### src/rtl/seg_readback_decoder.sv
// seg_readback_decoder: watches the seven-segment bus of the signed 3-bit
// ALU display, waits for a stable pattern, decodes it back to a
// two's-complement value (or overflow / invalid) and keeps saturating
// event counters.
module seg_readback_decoder #(
    parameter int unsigned STABLE_CYCLES = 4,
    parameter int unsigned CNT_W         = 8
) (
    input  logic             clk_2,
    input  logic             reset_n,
    input  logic             enable,
    input  logic             clear,
    input  logic [7:0]       seg_in,
    output logic [2:0]       value,
    output logic             value_valid,
    output logic             ovf,
    output logic             invalid,
    output logic             busy,
    output logic [7:0]       last_seg,
    output logic [CNT_W-1:0] sample_count,
    output logic [CNT_W-1:0] ovf_count,
    output logic [CNT_W-1:0] err_count
);

    localparam int unsigned STAB_W = $clog2(STABLE_CYCLES + 1);
    localparam logic [STAB_W-1:0] CNT_ONE  = STAB_W'(1);
    localparam logic [STAB_W-1:0] CNT_LAST = STAB_W'(STABLE_CYCLES);

    typedef enum logic [1:0] {
        IDLE,
        SETTLE,
        CAPTURE,
        HOLD
    } state_t;

    state_t            state, state_nxt;
    logic [7:0]        ref_seg, ref_nxt;
    logic [STAB_W-1:0] cnt, cnt_nxt;
    logic              do_capture;
    logic [2:0]        dec_value;
    logic              dec_ovf;
    logic              dec_invalid;

    // Next-state logic: track the candidate pattern and its run length.
    always_comb begin
        state_nxt  = state;
        ref_nxt    = ref_seg;
        cnt_nxt    = cnt;
        do_capture = 1'b0;
        if (clear) begin
            state_nxt = IDLE;
            ref_nxt   = '0;
            cnt_nxt   = '0;
        end else if (!enable) begin
            state_nxt = IDLE;
        end else begin
            case (state)
                IDLE: begin
                    ref_nxt   = seg_in;
                    cnt_nxt   = CNT_ONE;
                    state_nxt = (CNT_ONE == CNT_LAST) ? CAPTURE : SETTLE;
                end
                SETTLE: begin
                    if (seg_in != ref_seg) begin
                        ref_nxt   = seg_in;
                        cnt_nxt   = CNT_ONE;
                        state_nxt = (CNT_ONE == CNT_LAST) ? CAPTURE : SETTLE;
                    end else begin
                        cnt_nxt = cnt + CNT_ONE;
                        if (cnt_nxt == CNT_LAST) begin
                            state_nxt = CAPTURE;
                        end
                    end
                end
                CAPTURE: begin
                    do_capture = 1'b1;
                    state_nxt  = HOLD;
                end
                HOLD: begin
                    if (seg_in != last_seg) begin
                        ref_nxt   = seg_in;
                        cnt_nxt   = CNT_ONE;
                        state_nxt = (CNT_ONE == CNT_LAST) ? CAPTURE : SETTLE;
                    end
                end
                default: state_nxt = IDLE;
            endcase
        end
    end

    // Pattern-to-value decode of the settled candidate.
    always_comb begin
        dec_value   = '0;
        dec_ovf     = 1'b0;
        dec_invalid = 1'b0;
        case (ref_seg)
            8'b0011_1111: dec_value = 3'b000;
            8'b0000_0110: dec_value = 3'b001;
            8'b0101_1011: dec_value = 3'b010;
            8'b0100_1111: dec_value = 3'b011;
            8'b1000_0110: dec_value = 3'b111;
            8'b1101_1011: dec_value = 3'b110;
            8'b1100_1111: dec_value = 3'b101;
            8'b1110_0110: dec_value = 3'b100;
            8'b1011_1111: dec_ovf   = 1'b1;
            default:      dec_invalid = 1'b1;
        endcase
    end

    // State register.
    always_ff @(posedge clk_2 or negedge reset_n) begin
        if (!reset_n) begin
            state <= IDLE;
        end else begin
            state <= state_nxt;
        end
    end

    // Candidate pattern and equal-sample count.
    always_ff @(posedge clk_2 or negedge reset_n) begin
        if (!reset_n) begin
            ref_seg <= '0;
            cnt     <= '0;
        end else begin
            ref_seg <= ref_nxt;
            cnt     <= cnt_nxt;
        end
    end

    // Result outputs and saturating event counters.
    always_ff @(posedge clk_2 or negedge reset_n) begin
        if (!reset_n) begin
            value        <= '0;
            value_valid  <= 1'b0;
            ovf          <= 1'b0;
            invalid      <= 1'b0;
            last_seg     <= '0;
            sample_count <= '0;
            ovf_count    <= '0;
            err_count    <= '0;
        end else begin
            value_valid <= 1'b0;
            if (clear) begin
                value        <= '0;
                ovf          <= 1'b0;
                invalid      <= 1'b0;
                last_seg     <= '0;
                sample_count <= '0;
                ovf_count    <= '0;
                err_count    <= '0;
            end else if (do_capture) begin
                value       <= dec_value;
                ovf         <= dec_ovf;
                invalid     <= dec_invalid;
                last_seg    <= ref_seg;
                value_valid <= 1'b1;
                if (sample_count != '1) begin
                    sample_count <= sample_count + CNT_W'(1);
                end
                if (dec_ovf && (ovf_count != '1)) begin
                    ovf_count <= ovf_count + CNT_W'(1);
                end
                if (dec_invalid && (err_count != '1)) begin
                    err_count <= err_count + CNT_W'(1);
                end
            end
        end
    end

    assign busy = (state == SETTLE) || (state == CAPTURE);

endmodule

### config.mk
export PLATFORM = sky130hd
export DESIGN_NAME = seg_readback_decoder
export DESIGN_NICKNAME = d
export VERILOG_FILES = /design/src/rtl/seg_readback_decoder.sv
export SDC_FILE = /design/constraint.sdc
export NUM_CORES = 1
export LEC_CHECK = 0
export CORE_ASPECT_RATIO = 1.5
export CORE_UTILIZATION = 46
export DETAILED_ROUTE_END_ITERATION = 6
export PLACE_DENSITY = 0.68
export SLEW_MARGIN = 10
export SYNTH_ARGS = -nofsm -noshare
export SYNTH_HDL_FRONTEND = slang
export SYNTH_SLANG_ARGS = --single-unit
### constraint.sdc
create_clock -name clk_2 -period 2.3 [get_ports clk_2]
set_input_delay 0.345 -clock clk_2 [delete_from_list [all_inputs] [get_ports clk_2]]
set_output_delay 0.345 -clock clk_2 [all_outputs]
set_load 0.05 [all_outputs]
==> results of run 1 <==
==> sequential cells by signal, indices dropped and copies added (netlist names), 2 cells and up <==
name and cells:
err_count 8, cnt 3, last_seg 8, sample_count 8, state 2, ovf_count 8, ref_seg 8, value 3
==> per-stage QoR <==
step | hold slack, ns | cell area (um^2) | setup TNS, ns | setup WS [ns] | util (%)
floorplan | 0.0494 | 2920 | 0 | 0.200 | -
global placement | 0.268 | 3550 | -0.501 | -0.0652 | 58.0
detailed placement | 0.276 | 3550 | -0.810 | -0.115 | 58.0
CTS | 0.496 | 3650 | 0 | 0.0967 | 59.6
global route | 0.519 | 3650 | 0 | 0.00244 | 59.6
finish | 0.494 | 3650 | 0 | 0.0879 | 59.6
==> worst min-delay path by stage <==
stage	startpoint	endpoint	slack, ns
after global routing	reset_n	last_seg[1]	0.52
after detailed placement	reset_n	last_seg[1]	0.28
after CTS	reset_n	last_seg[1]	0.50
after floorplan	reset_n	cnt[0]	0.05
final	reset_n	last_seg[1]	0.49
after global placement	reset_n	last_seg[1]	0.27
==> Yosys cell counts (2+ instances only) <==
cell       number
nor2b_1         4
a211oi_1        2
or4_1           3
o21ai_0        14
and2_1          3
o21a_1          2
buf_6           2
nand4_1         4
o31ai_1         3
xnor2_1         9
a21oi_1        22
nand3_1         5
and4_1          3
or3_1           6
xor2_1         20
buf_4           3
nor3_1          3
o2111ai_1       6
ha_1            8
o211ai_1        3
nor4_1          4
nand2b_1        3
nand3b_1        2
nand2_1        53
and3_1          5
nor2_1         18
mux2i_1        11
buf_2           4
dfrtp_1        51
clkbuf_1        8
inv_1           9
==> layer usage <==
layer	up-vias	track usage, %	routed length (um)
met5	-	0	0
met4	0	7.20	106
met3	10	4.36	264
met2	50	39.8	3620
met1	1225	26.0	2870
li1	1216	-	-
==> area by class of cell <==
class	instances	area, um^2
clock buffers	5	68.8
clock inverters	3	20.0
fillers	594	2480
inverters	9	33.8
multi-input cells	236	1520
flip-flops and latches	51	1280
well taps	74	92.6
repair buffers	70	646
==> power groups by stage <==
| stage | Combinational, mW | Clock (mW) | Sequential (mW) |
|---|---|---|---|
| 2_1_floorplan | 0.110 | 0 | 0.931 |
| 3_3_place_gp | 0.163 | 0 | 0.952 |
| 3_5_place_dp | 0.165 | 0 | 0.953 |
| 4_1_cts | 0.168 | 0.537 | 0.935 |
| 5_1_grt | 0.181 | 0.568 | 0.938 |
| 6_report | 0.165 | 0.521 | 0.936 |
==> kinds of logic (layout without fill, tap and decap cells) <==
logic type	after synthesis	in the layout	share of synthesized area [%]
DFF	51	51	43.6
and+or+nand+nor	123	123	21.4
buffers and inverters	27	87	4.54
adders and majority gates	8	8	3.42
AOI/OAI and AO/OA	64	64	14.2
xor gates and xnor gates	29	29	8.69
muxes	12	12	4.15
==> what timing repair did <==
action	CTS	global route
hold endpoints to repair	13	0
hold buffers	1	0
setup buffers	0	0
==> run summary, run 1 <==
status -> completed
Worst path depth -> 5
critical path's slowest cell -> or4_4
R2R depth -> 5
Top delay family on crit path -> simple AND/OR/NAND/NOR gates
critical-path cell list -> nand3b_4 -> nor2_2 -> or4_4 -> or4_1 -> a21oi_1
PortBufs -> 50
final worst-path cycle share -> 96.2%
RSZ-0062 raised after global routing -> false
CTS H-Tree Depth -> 2
# diodes -> 0
height of the die -> 99.6 um
Peak VDD IR -> 0.279 mV
Pwr Total -> 1.62 mW
worst setup path start -> ref_seg[4]
part of the power in the clock network -> 32.1%
gp weighted congestion -> 0.829
area of the die -> 0.00669 mm^2
largest area contributor in the netlist -> dfrtp_1
pin count of the biggest net entering global routing -> 31
Peak Freq -> 452 MHz
boundary pin count -> 51
Max Cap Viol -> 0
HP Class -> input port to async pin
Post-synth EDFFs -> 0
DRT iter0 DRCs -> 99
Synth Area per Inst -> 9.31 um^2
Hold Fails Final Rpt -> 0
ys async rst share -> 100%
required time of the critical path -> 2.54 ns
power per cell area -> 444 mW/mm^2
die outline width -> 67.1 um
Gate power share -> 10.2%
Sw Pwr -> 0.427 mW
Leak -> 1.58 nW
Crit Path Max Fanout -> 14
Worst Max-Slew Pin Slew -> 0.841 ns
drt first pass iters -> 4
final setup vio count -> 0
Area growth syn-to-layout -> 24.9%
initial antenna violation count -> 0
post-synth top area share -> 43.6%
worst skew pair latency -> 0.31 ns
CP endpoint kind -> register
post-synthesis instance area -> 0.00292 mm^2
Synth area leaders -> dfrtp_1 44%, nand2_1 6.8%, xor2_1 6.0%, a21oi_1 3.8%, mux2i_1 3.8%
Total Nets Final -> 393
Starting Density -> 47.7%
clock-pin slew on the worst setup and hold paths -> 0.10 ns
drt drc -> 0
most common cell after layout, fill and taps aside -> nand2_1
largest incremental delay on the critical path -> 0.62 ns
most frequent cells in the layout -> 53 x nand2_1, 51 x dfrtp_1, 48 x clkdlybuf4s50_1
Rows -> 35
Crit Path Category -> register to register
fraction of layout cells with a size suffix above 1 -> 10.2%
r2r startpoint -> ref_seg[4]
DP Cell Count -> 439
DP HPWL -> 5110 um
CP startpoint kind -> register
GRT Overall Usage -> 22.4%
crit path to -> err_count[6]
Max Slew Vio Count -> 0
yosys warns -> 0
first-pass GRT wire length -> 11400 um
Worst Path Arrival -> 2.45 ns
Tmin final -> 2.21 ns
Synth Flop Type -> dfrtp_1
Core Region -> 0.00613 mm^2
clk buf depth -> 2
CTS buffer count -> 5
Post-Syn Instances -> 314
Routed WL -> 6860 um
Finished Layout Cells -> 448
Post-DRT Antenna Nets -> 0
count of cell types in the netlist -> 52
reg2reg setup slack -> 0.09 ns
drt wl/cell -> 15.3 um
switching portion of total power -> 26.4%
post_cts resized -> 0
#FFs+latches synth -> 51
number of vias per cell -> 5.58
vias in the first global route -> 2503
# clock sinks -> 51
total grt overflow -> 0
reg2reg end -> err_count[6]
CP bufs+invs -> 0
Post-Syn Nets -> 334
sequential share of power -> 57.7%
TritonCTS clock tree -> built
Internal Power -> 1.19 mW
Slew headroom -> 43.8%
Seq/Total Area, Yosys -> 43.6%
Clock Skew -> 0.00938 ns
CTS root buf -> clkbuf_8
Via Count -> 2501
Power figures use the tool's default switching activity.
==> run 2, diff against run 1 <==
--- a/config.mk
+++ b/config.mk
@@ -6,7 +6,9 @@
 export NUM_CORES = 1
 export LEC_CHECK = 0
 export CORE_ASPECT_RATIO = 1.5
+export CORE_MARGIN = 2
 export CORE_UTILIZATION = 46
+export CTS_BUF_LIST = sky130_fd_sc_hd__clkbuf_16
 export DETAILED_ROUTE_END_ITERATION = 6
 export PLACE_DENSITY = 0.68
 export SLEW_MARGIN = 10
==> run summary, run 2 (synthesis results as in run 1) <==
fraction of layout cells with a size suffix above 1 -> 9.19% (-0.97 points)
worst skew pair latency -> 0.28 ns (-0.03 ns)
# diodes -> 0 (unchanged)
DP HPWL -> 4990 um (-2.3%)
final setup vio count -> 0 (unchanged)
TNS Setup -> 0 ns (unchanged)
Peak VDD IR -> 0.287 mV (+3.0%)
number of vias per cell -> 5.55 (-0.63%)
Finished Layout Cells -> 444 (-0.89%)
# clock sinks -> 51 (unchanged)
most frequent cells in the layout -> 53 x nand2_1, 49 x dfrtp_1, 48 x clkdlybuf4s50_1
boundary pin count -> 51 (unchanged)
Routed WL -> 6900 um (+0.55%)
height of the die -> 102 um (+2.0%)
Max Slew Vio Count -> 0 (unchanged)
Tmin final -> 2.17 ns (-0.0468 ns)
Rows -> 35 (unchanged)
DP Cell Count -> 436 (-0.68%)
Sequential cell area -> 0.00128 mm^2 (+0.20%)
Worst Path Arrival -> 2.38 ns (-0.07 ns)
HP Class -> input port to async pin
total grt overflow -> 0 (unchanged)
area of the die -> 0.00702 mm^2 (+5.0%)
CP startpoint kind -> register
most common cell after layout, fill and taps aside -> nand2_1
drt drc -> 0 (unchanged)
Total Nets Final -> 389 (-1.0%)
footprint of the multi-input gates -> 0.00152 mm^2 (unchanged)
first-pass GRT wire length -> 11400 um (+0.67%)
Crit Path Max Fanout -> 14 (unchanged)
Via Count -> 2463 (-1.5%)
TritonCTS clock tree -> built
Max Cap Viol -> 0 (unchanged)
DRT iter0 DRCs -> 112 (+13%)
status -> completed
CP endpoint kind -> register
Post-DRT Antenna Nets -> 0 (unchanged)
Clock Skew -> 0.00384 ns (-0.00554 ns)
die outline width -> 69.1 um (+3.0%)
clk buf depth -> 2 (unchanged)
worst setup path start -> ref_seg[5]
Setup WS pre-CTS -> -0.135 ns (-0.0194 ns)
required time of the critical path -> 2.51 ns (-0.03 ns)
PortBufs -> 50 (unchanged)
Worst Max-Slew Pin Slew -> 0.873 ns (+0.0320 ns)
fill count -> 574 (-3.4%)
CTS H-Tree Depth -> 2 (unchanged)
clock-pin slew on the worst setup and hold paths -> 0.06 ns (-0.04 ns)
Leak -> 1.59 nW (+0.82%)
Pwr Total -> 1.80 mW (+11%)
vias in the first global route -> 2488 (-0.60%)
Placement Cell Area -> 0.00354 mm^2 (-0.28%)
drt first pass iters -> 4 (unchanged)
CTS root buf -> clkbuf_16
Starting Density -> 47.7% (unchanged)
Slew headroom -> 41.7% (-2.1 points)
# hold bufs at CTS -> 0 (-1)
drt wl/cell -> 15.5 um (+1.5%)
gp weighted congestion -> 0.858 (+3.5%)
final instance area -> 0.00368 mm^2 (+0.82%)
Area growth syn-to-layout -> 25.9%
initial antenna violation count -> 0 (unchanged)
Crit Path Category -> register to register
GRT Overall Usage -> 20.2% (-2.2 points)
power per cell area -> 488 mW/mm^2 (+10%)
CTS buffer count -> 5 (unchanged)
RSZ-0062 raised after global routing -> false
Final WS setup -> 0.135 ns (+0.0468 ns)
pin count of the biggest net entering global routing -> 28 (-9.7%)
Peak Freq -> 462 MHz (+2.2%)
Core Region -> 0.00613 mm^2 (unchanged)
Hold Fails Final Rpt -> 0 (unchanged)
r2r startpoint -> ref_seg[5]
final worst-path cycle share -> 94.1% (-2.0 points)
## run 2: area by class of cell
| class | count | share of cell area [%] |
|---|---|---|
| Timing Repair Buffer | 66 | 17.0 |
| Clock inverter | 3 | 0.306 |
| Multi-Input combinational cell | 236 | 41.1 |
| Sequential cell | 51 | 34.7 |
| Clock buffer | 5 | 3.40 |
| Inverter | 9 | 0.917 |
| Tap cell | 74 | 2.51 |
## run 2: final timing paths
check / endpoint / slack, ns / cells after the start
max in group asynchronous: ref_seg[4] / 1.64 / 2
min in group clk_2: value[1] / 0.49 / 2
hold reg to reg: value[1] / 0.49 / 2
setup reg to reg: err_count[6] / 0.13 / 5
setup / recovery: err_count[6] / 0.13 / 5
hold / removal: err_count[2] / 0.07 / 1
## run 2: layer usage
metal / up-vias / track usage (%) / part of all wire (%)
li1: 1210 / - / -
met1: 1206 / 23.7 / 44
met2: 37 / 37.1 / 51
met3: 10 / 3.38 / 3.0
met4: 0 / 7.24 / 1.8
met5: - / 0 / 0
## run 2: worst max-delay path: stages (launching register included)
cell and delay [ns]:
dfrtp_1 0.55, or4_1 0.18, nor2_2 0.05, or4_4 0.63, or4_1 0.53, a21oi_1 0.15
## run 2: stage by stage
step	util [%]	hold slack, ns
6_report	60.1	0.0708
5_1_grt	60.1	0.117
4_1_cts	60.0	0.0892
3_5_place_dp	57.8	0.388
3_3_place_gp	57.8	0.387
2_1_floorplan	-	0.0494
## run 2: power breakdown
group | internal [mW] | switching [mW] | total [mW]
Clock | 0.392 | 0.305 | 0.697
Combinational | 0.0737 | 0.0900 | 0.164
Sequential | 0.909 | 0.0288 | 0.938
Total | 1.37 | 0.424 | 1.80
## run 2: timing repair
item / CTS / global route
gates resized for setup: 0 / 2
endpoints found under the setup margin: 0 / 1
buffers inserted: 0 / 0
==> run 3, diff against run 2 <==
--- a/config.mk
+++ b/config.mk
@@ -5,6 +5,7 @@
 export SDC_FILE = /design/constraint.sdc
 export NUM_CORES = 1
 export LEC_CHECK = 0
+export CAP_MARGIN = 10
 export CORE_ASPECT_RATIO = 1.5
 export CORE_MARGIN = 2
 export CORE_UTILIZATION = 46
==> results of run 3 <==
The final DEF is identical to that of run 2; final timing and power are the same.
